`src/rtl/divisor_sequencial_pkg.sv`:
```
// Shared constants and FSM encoding for the sequential restoring divider.
// The remainder output is built only when DIV_RESTO_EN is defined.
package divisor_sequencial_pkg;

  localparam int LARGURA_PADRAO = 8;
  localparam int ITERACOES = 8;

  typedef enum logic [1:0] {
    OCIOSO  = 2'd0,
    CALCULA = 2'd1,
    FIM     = 2'd2
  } estado_t;

  localparam logic [LARGURA_PADRAO-1:0] QUOC_DIV0 = 8'hFF;

endpackage

```
`src/rtl/divisor_sequencial_if.sv`:
```
// Operand/result bundle of the sequential divider; resto exists only with DIV_RESTO_EN.
interface divisor_sequencial_if
  import divisor_sequencial_pkg::*;
#(
  parameter int LARGURA = LARGURA_PADRAO
) ();

  logic               iniciar;
  logic [LARGURA-1:0] A;
  logic [LARGURA-1:0] B;
  logic [LARGURA-1:0] quociente;
`ifdef DIV_RESTO_EN
  logic [LARGURA-1:0] resto;
`endif
  logic               ocupado;
  logic               pronto;
  logic               erro_div0;

  modport master (
    output iniciar, A, B,
    input  quociente, ocupado, pronto, erro_div0
`ifdef DIV_RESTO_EN
    , input resto
`endif
  );

  modport slave (
    input  iniciar, A, B,
    output quociente, ocupado, pronto, erro_div0
`ifdef DIV_RESTO_EN
    , output resto
`endif
  );

endinterface

```
`src/rtl/divisor_sequencial_subtrator9.sv`:
```
// Combinational (LARGURA+1)-bit subtractor with borrow out for one restoring step.
module subtrator9 #(
  parameter int LARGURA = 8
) (
  input  logic [LARGURA:0] minuendo,
  input  logic [LARGURA:0] subtraendo,
  output logic [LARGURA:0] diferenca,
  output logic             emprestimo
);

  assign {emprestimo, diferenca} = {1'b0, minuendo} - {1'b0, subtraendo};

endmodule

```
`src/rtl/divisor_sequencial.sv`:
```
// Sequential restoring divider: OCIOSO -> CALCULA (8 steps + result transfer) -> FIM.
// Optional remainder port guarded by macro DIV_RESTO_EN.
module divisor_sequencial
  import divisor_sequencial_pkg::*;
#(
  parameter int LARGURA = LARGURA_PADRAO
) (
  input logic                 clk,
  input logic                 rst,
  divisor_sequencial_if.slave bus
);

  localparam int CNT_W = $clog2(ITERACOES + 1);

  estado_t            estado, prox_estado;
  logic [LARGURA-1:0] dividendo_sh;
  logic [LARGURA-1:0] divisor_r;
  logic [LARGURA-1:0] resto_parc;
  logic [LARGURA-1:0] quoc_r;
`ifdef DIV_RESTO_EN
  logic [LARGURA-1:0] resto_r;
`endif
  logic [CNT_W-1:0]   cnt;
  logic               ocupado_r, pronto_r, erro_r;
  logic               aceitar, passo, concluir, div0;

  logic [LARGURA:0]   parcial;
  logic [LARGURA:0]   diferenca;
  logic               emprestimo;
  logic               unused_bits;

  assign div0    = (bus.B == '0);
  assign parcial = {resto_parc, dividendo_sh[LARGURA-1]};

  subtrator9 #(.LARGURA(LARGURA)) u_sub (
    .minuendo   (parcial),
    .subtraendo ({1'b0, divisor_r}),
    .diferenca  (diferenca),
    .emprestimo (emprestimo)
  );

  // The partial remainder stays below the divisor, so the top bits never carry information.
  assign unused_bits = ^{diferenca[LARGURA], parcial[LARGURA]};

  always_ff @(posedge clk) begin
    if (rst) estado <= OCIOSO;
    else     estado <= prox_estado;
  end

  always_comb begin
    prox_estado = estado;
    aceitar     = 1'b0;
    passo       = 1'b0;
    concluir    = 1'b0;
    case (estado)
      OCIOSO: begin
        if (bus.iniciar) begin
          aceitar     = 1'b1;
          prox_estado = div0 ? FIM : CALCULA;
        end
      end
      CALCULA: begin
        if (cnt == CNT_W'(ITERACOES)) begin
          concluir    = 1'b1;
          prox_estado = FIM;
        end else begin
          passo = 1'b1;
        end
      end
      FIM:     prox_estado = OCIOSO;
      default: prox_estado = OCIOSO;
    endcase
  end

  always_ff @(posedge clk) begin
    if (rst) begin
      dividendo_sh <= '0;
      divisor_r    <= '0;
      resto_parc   <= '0;
      quoc_r       <= '0;
`ifdef DIV_RESTO_EN
      resto_r      <= '0;
`endif
      cnt          <= '0;
      ocupado_r    <= 1'b0;
      pronto_r     <= 1'b0;
      erro_r       <= 1'b0;
    end else begin
      pronto_r <= (aceitar && div0) || concluir;
      if (aceitar) begin
        dividendo_sh <= bus.A;
        divisor_r    <= bus.B;
        resto_parc   <= '0;
        cnt          <= '0;
        ocupado_r    <= ~div0;
        if (div0) begin
          quoc_r <= QUOC_DIV0;
`ifdef DIV_RESTO_EN
          resto_r <= bus.A;
`endif
          erro_r <= 1'b1;
        end
      end
      // Dividend bits leave at the MSB while quotient bits enter at the LSB.
      if (passo) begin
        dividendo_sh <= {dividendo_sh[LARGURA-2:0], ~emprestimo};
        resto_parc   <= emprestimo ? parcial[LARGURA-1:0] : diferenca[LARGURA-1:0];
        cnt          <= cnt + 1'b1;
      end
      if (concluir) begin
        quoc_r    <= dividendo_sh;
`ifdef DIV_RESTO_EN
        resto_r   <= resto_parc;
`endif
        erro_r    <= 1'b0;
        ocupado_r <= 1'b0;
      end
    end
  end

  assign bus.quociente = quoc_r;
`ifdef DIV_RESTO_EN
  assign bus.resto     = resto_r;
`endif
  assign bus.ocupado   = ocupado_r;
  assign bus.pronto    = pronto_r;
  assign bus.erro_div0 = erro_r;

endmodule

```
`src/flat_wrapper.sv`:
```
// flat-port wrapper written by rule: the top's interface ports become plain ports
module divisor_sequencial_flat import divisor_sequencial_pkg::*;
#(
  parameter int LARGURA = LARGURA_PADRAO
)
  (clk, rst, bus_iniciar, bus_A, bus_B, bus_quociente, bus_ocupado, bus_pronto, bus_erro_div0);
  divisor_sequencial_if #(.LARGURA(LARGURA)) bus_i ();
  input logic clk;
  input logic rst;
  input wire logic [$bits(bus_i.iniciar)-1:0] bus_iniciar;
  input wire logic [$bits(bus_i.A)-1:0] bus_A;
  input wire logic [$bits(bus_i.B)-1:0] bus_B;
  output wire logic [$bits(bus_i.quociente)-1:0] bus_quociente;
  output wire logic [$bits(bus_i.ocupado)-1:0] bus_ocupado;
  output wire logic [$bits(bus_i.pronto)-1:0] bus_pronto;
  output wire logic [$bits(bus_i.erro_div0)-1:0] bus_erro_div0;
  assign bus_i.iniciar = bus_iniciar;
  assign bus_i.A = bus_A;
  assign bus_i.B = bus_B;
  assign bus_quociente = bus_i.quociente;
  assign bus_ocupado = bus_i.ocupado;
  assign bus_pronto = bus_i.pronto;
  assign bus_erro_div0 = bus_i.erro_div0;
  divisor_sequencial #(.LARGURA(LARGURA)) u_core (.clk(clk), .rst(rst), .bus(bus_i));
endmodule
```
`config.mk`:
```
export PLATFORM = sky130hd
export DESIGN_NAME = divisor_sequencial_flat
export DESIGN_NICKNAME = d
export VERILOG_FILES = /design/src/rtl/divisor_sequencial_pkg.sv /design/src/rtl/divisor_sequencial_if.sv /design/src/rtl/divisor_sequencial_subtrator9.sv /design/src/rtl/divisor_sequencial.sv /design/src/flat_wrapper.sv
export SDC_FILE = /design/constraint.sdc
export NUM_CORES = 1
export LEC_CHECK = 0
export ABC_AREA = 1
export CORE_AREA = 5 5 84 86
export DETAILED_ROUTE_END_ITERATION = 8
export DIE_AREA = 0 0 89 91
export GPL_ROUTABILITY_DRIVEN = 0
export PLACE_DENSITY_LB_ADDON = 0.12
export SLEW_MARGIN = 20
export SYNTH_ARGS = -nofsm -noshare
export SYNTH_HDL_FRONTEND = slang
export SYNTH_HIERARCHICAL = 1
export SYNTH_SLANG_ARGS = --single-unit
```
`constraint.sdc`:
```
create_clock -name clk -period 2.55 [get_ports clk]
set_input_delay 0.255 -clock clk [delete_from_list [all_inputs] [get_ports clk]]
set_output_delay 0.255 -clock clk [all_outputs]
set_load 0.03 [all_outputs]
```
==> metrics.txt <==
status finished, final reports clean; slew margin rel. 65.9%; Mapped Nets 405; Required @ worst endpoint 2.79 ns; Routed WL 5230 um; Multi-input gate area 1180 sq um; crit path buf inv count 3; CTS tree built; vias in the first global route 2,029; Final Slew Violations 0; critical path depth in cells 13; clock buffer depth 2; first-iteration detailed-routing DRC count 79; P_int 0.989 mW; die extent in y 91 um; Final Hold Fails 0; # nets final 433; num rows 29; Starting Density 38.8%; core box area 6200 sq um; drt wl/cell 10.9 um; NetSw 0.450 mW; diode count 0; WHS Path Cells 2; Post-route DRC 0; H-tree levels 2; Root Buffer clkbuf_8; crit start category flip-flop; Setup Viol. Count Final 0; pin count of the biggest net entering global routing 22; Mean Syn Cell Area 6.43 sq um; Resize count post-CTS 0; Avg Vias per Cell 4.53; global route total overflow 0; Worst-path clk slew 0.08 ns; Crit path top cell by count nand2_1; Total GRT Usage 13.9%; antenna violations before repair 0; Clk pwr share 30.0%; Syn Inst Count 374; combinational share of power 22.0%; clock insertion delay at the later pin of the skew report 0.30 ns; DIE WIDTH 89 um; Post-CTS Setup Repair Bufs 0; vias after detailed routing 2,172; Largest delay share family, worst path adder cells; clock sink count 41; hold_buf cts 0; post-layout min period 1.84 ns; Util after Layout 45.4%; Pwr Density 512 nW/um^2; Leak 1.37 nW; WS Path Type flip-flop to flip-flop; layout cells sized above 1 6.95%; Seq pwr share 48.0%; Slowest Stage Delay on Critical Path 0.40 ns; setup slack, reg-to-reg 0.71 ns; worst-margin pin slew 0.511 ns; fmax 545 MHz; first-pass GRT wire length 9000 um; fin crit share 72.0%; fill count 680; hpwl dp 3910 um; CP max FO 4; io pins 30; maximum vdd drop 0.000341 V; port buffer count 29; Pre-Repair DR Iteration Count 4; CP arrival 2.07 ns; TritonCTS buffer count 5; clk_skew 0.00245 ns; slowest stage cell, crit path fa_1; RSZ-0062 raised after global routing false; critical path, cell by cell inv_1 -> ha_1 -> inv_1 -> fa_1 -> nand2_1 -> nand2_1 -> nand3b_1 -> nand3_1 -> nand2_1 -> inv_1 -> o21ai_0 -> nand2_1 -> a21oi_1; Post-Syn Area 2410 sq um; sw frac 31.3%; Worst setup EP type flip-flop; Max-Cap Viols 0; synthesis-to-layout area growth 17.0%; Yosys warning count 6; number of nets with antenna violations after routing 0; die area 8100 sq um; Seq. cell area 821 sq um; Hold Crit Class flip-flop to flip-flop; final setup TNS 0 ns; Worst R2R Path Depth 13
through the flow:
stage	power, mW	area (sq um)	cells	setup slack (ns)	hold slack, ns
2_1_floorplan	0.946	2410	374	0.818	0.324
3_3_place_gp	1.03	2730	472	0.743	0.447
3_5_place_dp	1.03	2730	472	0.721	0.451
4_1_cts	1.46	2810	480	0.704	0.464
5_1_grt	1.55	2810	480	0.431	0.481
6_report	1.44	2810	480	0.715	0.459
power groups by stage:
stage | Combinational (mW) | Sequential, mW | Clock (mW)
after floorplan | 0.242 | 0.704 | 0
after global placement | 0.321 | 0.705 | 0
after global routing | 0.372 | 0.695 | 0.479
after detailed placement | 0.321 | 0.706 | 0
final | 0.317 | 0.691 | 0.432
after CTS | 0.322 | 0.691 | 0.448
worst min-delay path, stage by stage, from the launching register on:
cell and delay (ns):
dfxtp_1 0.32, inv_1 0.05, a21oi_1 0.05
area by class of cell:
cell class / instances / area share, %
clock inverters: 3 / 0.622
repair buffers: 33 / 11.4
inverters: 81 / 10.9
multi-input cells: 240 / 42.1
flip-flops and latches: 41 / 29.2
clock buffers: 5 / 2.45
well taps: 77 / 3.42
metal layers:
layer / share of wire [%] / routed length (um) / GRT usage, % / up-vias
met5: 0 / 0 / 0 / -
met2: 51 / 2660 / 24.0 / 26
met3: 2.8 / 146 / 3.17 / 7
met4: 1.5 / 81 / 5.71 / 0
li1: - / - / - / 1186
met1: 45 / 2340 / 16.2 / 953
layout by cell type (no fill, tap or decap), types with 11 or more instances in the layout:
| cell type | n |
|---|---|
| a21oi_1 | 27 |
| clkdlybuf4s50_1 | 29 |
| dfxtp_1 | 41 |
| ha_1 | 11 |
| inv_1 | 76 |
| nand2_1 | 77 |
| nand3_1 | 21 |
| nor2_1 | 58 |
| o21ai_0 | 26 |
registers in the layout, summed over array words and instances (netlist names):
register,flops
u_core/bus.quociente,8
u_core/dividendo_sh,8
u_core/divisor_r,8
u_core/resto_parc,8
u_core/cnt,4
u_core/estado,2
u_core/bus.erro_div0,1
u_core/bus.ocupado,1
u_core/bus.pronto,1
worst paths after layout:
kind	end	from
max reg2reg	u_core/resto_parc[6]	u_core/dividendo_sh[7]
min	u_core/bus.erro_div0	u_core/bus.erro_div0
min reg2reg	u_core/bus.erro_div0	u_core/bus.erro_div0
max	u_core/resto_parc[6]	u_core/dividendo_sh[7]
Power figures use the tool's default switching activity.
